==> src/rtl/adder_tree5_signed_pipe_pkg.sv <==
// Shared constants and helpers for the five-input signed adder tree.
// Operands are widened by ADDER_TREE_GUARD_BITS so that a sum of five can never overflow.
package adder_tree5_signed_pipe_pkg;

    localparam int ADDER_TREE_GUARD_BITS = 3;

    // Replicated sign bit that is prepended to an operand to widen it without changing its value.
    function automatic logic [ADDER_TREE_GUARD_BITS-1:0] sign_guard(input logic msb);
        return {ADDER_TREE_GUARD_BITS{msb}};
    endfunction

endpackage

==> src/rtl/adder_tree5_signed_pipe_signed_add_reg.sv <==
// Two-operand two's-complement adder with a registered output.
// Callers size W so that the sum is exact.
module signed_add_reg
    import adder_tree5_signed_pipe_pkg::*;
#(
    parameter int W = 20 + ADDER_TREE_GUARD_BITS
) (
    input  logic         clk,
    input  logic         rst_n,
    input  logic [W-1:0] a,
    input  logic [W-1:0] b,
    output logic [W-1:0] sum
);

    always_ff @(posedge clk or negedge rst_n) begin
        if (!rst_n) begin
            sum <= '0;
        end else begin
            sum <= a + b;
        end
    end

endmodule

==> src/rtl/adder_tree5_signed_pipe.sv <==
// Five-input signed adder tree over three register stages; one operand set per clock.
// Flow control: in_valid marks a set as live and travels alongside it; there is no ready, nothing stalls.
module adder_tree5_signed_pipe
    import adder_tree5_signed_pipe_pkg::*;
#(
    parameter int WIDTH = 20
) (
    input  logic                                   clk,
    input  logic                                   rst_n,
    input  logic                                   in_valid,
    input  logic [WIDTH-1:0]                       A1,
    input  logic [WIDTH-1:0]                       A2,
    input  logic [WIDTH-1:0]                       A3,
    input  logic [WIDTH-1:0]                       A4,
    input  logic [WIDTH-1:0]                       A5,
    output logic [WIDTH+ADDER_TREE_GUARD_BITS-1:0] S,
    output logic                                   out_valid
);

    localparam int SW = WIDTH + ADDER_TREE_GUARD_BITS;

    logic [SW-1:0] a1_x, a2_x, a3_x, a4_x, a5_x;
    logic [SW-1:0] p12, p34, p5;
    logic [SW-1:0] q, q5;
    logic          v1, v2;

    assign a1_x = {sign_guard(A1[WIDTH-1]), A1};
    assign a2_x = {sign_guard(A2[WIDTH-1]), A2};
    assign a3_x = {sign_guard(A3[WIDTH-1]), A3};
    assign a4_x = {sign_guard(A4[WIDTH-1]), A4};
    assign a5_x = {sign_guard(A5[WIDTH-1]), A5};

    // Stage 1: two pairwise sums; the odd operand rides along.
    signed_add_reg #(.W(SW)) u_add_p12 (
        .clk   (clk),
        .rst_n (rst_n),
        .a     (a1_x),
        .b     (a2_x),
        .sum   (p12)
    );

    signed_add_reg #(.W(SW)) u_add_p34 (
        .clk   (clk),
        .rst_n (rst_n),
        .a     (a3_x),
        .b     (a4_x),
        .sum   (p34)
    );

    // Stage 2: combine the pairs.
    signed_add_reg #(.W(SW)) u_add_q (
        .clk   (clk),
        .rst_n (rst_n),
        .a     (p12),
        .b     (p34),
        .sum   (q)
    );

    // Data registers load every cycle; only the valid bit qualifies what S means.
    always_ff @(posedge clk or negedge rst_n) begin
        if (!rst_n) begin
            p5        <= '0;
            v1        <= 1'b0;
            q5        <= '0;
            v2        <= 1'b0;
            S         <= '0;
            out_valid <= 1'b0;
        end else begin
            p5        <= a5_x;
            v1        <= in_valid;
            q5        <= p5;
            v2        <= v1;
            S         <= q + q5;
            out_valid <= v2;
        end
    end

endmodule

==> config.mk <==
export PLATFORM = sky130hd
export DESIGN_NAME = adder_tree5_signed_pipe
export DESIGN_NICKNAME = d
export VERILOG_FILES = /design/src/rtl/adder_tree5_signed_pipe_pkg.sv /design/src/rtl/adder_tree5_signed_pipe_signed_add_reg.sv /design/src/rtl/adder_tree5_signed_pipe.sv
export SDC_FILE = /design/constraint.sdc
export NUM_CORES = 1
export LEC_CHECK = 0
export ABC_AREA = 1
export CORE_MARGIN = 5
export CORE_UTILIZATION = 56
export DETAILED_ROUTE_END_ITERATION = 12
export GPL_ROUTABILITY_DRIVEN = 0
export PLACE_DENSITY_LB_ADDON = 0.3
export SYNTH_ARGS = -nofsm -noshare
export SYNTH_HDL_FRONTEND = slang
export SYNTH_SLANG_ARGS = --single-unit
export TNS_END_PERCENT = 5
==> constraint.sdc <==
create_clock -name clk -period 2.32 [get_ports clk]
set_input_delay 0.348 -clock clk [delete_from_list [all_inputs] [get_ports clk]]
set_output_delay 0.348 -clock clk [all_outputs]
set_load 0.05 [all_outputs]
==> results.toml <==
[placed_design]
io_buffers = 126
dp_hpwl_mm = 17.7

[cts]
post_cts_resized = 0
cts_setup_buffers = 0
cts-root-buf = "clkbuf_16"
cts.sinks = 131
clk_pin_slew_ns = 0.06
cts_tree = "built"
clock_tree.buffer_depth = 2
insertion_delay_ns = 0.43
cts_buffers = 17
h-tree-depth = 4
ctsHoldBuffers = 1

[timing]
drv_slew = 0
hold_viol_final = 0
relSlewSlack = 0.647
setup_viol = 0
final.min_clock_period_ns = 1.99
final.setup.tns_ns = 0
fin_crit_sh = 0.859
skew_ns = 0.00977
worstMarginPinSlew_ns = 0.527
rsz0062_at_grt = "false"
fmax_ghz = 0.502

[layout]
final_cell_mix = "503 x nand2_1, 233 x inv_1, 131 x dfrtp_1"
final_layout_size_suffix_gt1_frac = 0.0673
num-nets-final = 1648
area_growth_pct = 23.8
num_antenna_cells = 0
final_common_cell = "nand2_1"
final_core_util = 0.709

[power]
pwr_density_cell_mw_per_mm2 = 1030
ir_drop_v = 0.000601
cellLeakagePower_nw = 6.27

[critical_path]
crit_arrival_ns = 2.31
reg2reg_to = "u_add_q.sum[16]"
endpoint_kind = "flop"
endpoint = "u_add_q.sum[16]"
critPathLaunch = "u_add_p12.sum[0]"
crit_type = "reg2reg"
required_ns = 2.64
crit_path_max_fanout = 4
r2r_cells = 11
worst_setup_path_start_kind = "flop"
r2r-start = "u_add_p12.sum[0]"
r2r_setup_slack_ns = 0.33

[detailed_routing]
wl_per_cell_um = 13.1
antenna_left = 0
drc = 0
num_vias = 8536
dr.pass1.iters = 5
vias_per_cell = 5.06
drt_iter0_drc = 447
drt_wl_total_mm = 22.0

[floorplan]
core_area_mm2 = 0.0160
placementRows = 46
initial_core_util = 0.573
die_w_um = 138
fp.dieH_um = 138
io_pins = 127
die_area_mm2 = 0.0190

[synth]
mappedNetlistNets = 1498
synth_top_area_share = 0.357
yosysTopAreaCell = "dfrtp_1"
yosys-top-cells-area = "dfrtp_1 36%, nand2_1 21%, ha_1 11%"
synth-seq-cells = 131
netlist_instances = 1308
seq_area_frac_synth = 0.357
syn_avg_cell_area_um2 = 7.01
synth_area_mm2 = 0.00917
yosysWarnings = 0
synthDistinctLibCells = 25

[global_routing]
grt_pass1_vias = 8426
antenna_found_initial = 0
track_usage = 0.245
grt_pass1_wl_mm = 36.5
grt_max_degree = 79
overflow = 0

[run_status]
status = "finished, final reports clean"

[min_path]
holdCritPathClass = "in2async"

[flow_run]
cap_violations = 0
## area by class of cell
class                   count  area (µm²)
multi-input cells         940        5000
flip-flops and latches    131        3280
fillers                  1345        4650
inverters                 237         890
well taps                 216         270
clock buffers              19         443
clock inverters            12         155
repair buffers            131        1310
## synth_stat cells
cell	instances
nand2_1	503
inv_1	233
dfrtp_1	131
nor2_1	87
nand3_1	85
ha_1	83
a21oi_1	42
xor2_1	36
nand2_2	26
nand4_1	12
nor2_2	12
nor3_1	9
o21bai_1	8
nand3_2	7
nor2_4	6
fa_1	4
inv_2	4
nand3b_1	4
xnor2_1	4
a21oi_2	3
and2_4	3
and2_1	2
nor3_2	2
o21ai_2	1
or2_1	1
## worst min path at each step
stage / slack [ns] / endpoint
2_1_floorplan: 0.05 / S[0]
3_3_place_gp: 0.21 / S[0]
3_5_place_dp: 0.21 / S[2]
4_1_cts: 0.32 / S[2]
5_1_grt: 0.35 / S[2]
6_report: 0.33 / S[2]
## critical path: stages (launching register included)
cell and delay, ns:
dfrtp_1 0.32, ha_1 0.21, inv_1 0.07, fa_1 0.41
inv_1 0.13, nand3_1 0.08, nand3_1 0.19, nand3_1 0.11
nand2_1 0.13, nand2_1 0.10, nand3_1 0.07, nand2_1 0.05
## stage by stage
| step | std cells | cell area, µm² | hold slack, ns | setup slack, ns | total power [mW] |
|---|---|---|---|---|---|
| floorplan | 1308 | 9170 | 0.0524 | 0.628 | 7.25 |
| finish | 1686 | 11400 | 0.332 | 0.326 | 11.7 |
| global route | 1686 | 11400 | 0.345 | 0.188 | 12.5 |
| global placement | 1654 | 10700 | 0.209 | 0.127 | 8.67 |
| CTS | 1686 | 11400 | 0.317 | 0.374 | 11.7 |
| detailed placement | 1654 | 10700 | 0.212 | 0.0724 | 8.87 |
## cell families (layout without fill, tap and decap cells)
logic type / Yosys count / count (layout) / share of synthesized area
compound gates: 54 / 54 / 0.0333
buf+inv: 237 / 399 / 0.0970
xor+xnor: 40 / 40 / 0.0382
flops: 131 / 131 / 0.357
simple gates: 759 / 759 / 0.352
fa+ha+maj: 87 / 87 / 0.122
## sequential cells by signal, summed over array words and instances, names as in the netlist
signal	count
out_valid	1
p5	20
u_add_q.sum	23
q5	20
u_add_p34.sum	21
u_add_p12.sum	21
v1	1
S	23
v2	1
## where the power goes
| part | leakage, nW | switching [mW] | total [mW] | internal [mW] |
|---|---|---|---|---|
| clock | 0.290 | 1.01 | 2.72 | 1.71 |
| combinational | 4.44 | 3.81 | 5.83 | 2.02 |
| sequential | 1.54 | 0.234 | 3.12 | 2.89 |
| total | 6.27 | 5.05 | 11.7 | 6.62 |
## layer usage
layer,GRT usage,share of wire,vias up
li1,-,-,4308
met1,0.272,0.40,3853
met2,0.449,0.51,302
met3,0.0497,0.060,73
met4,0.111,0.036,0
met5,0,0,-
(Power assumes the default switching activity.)
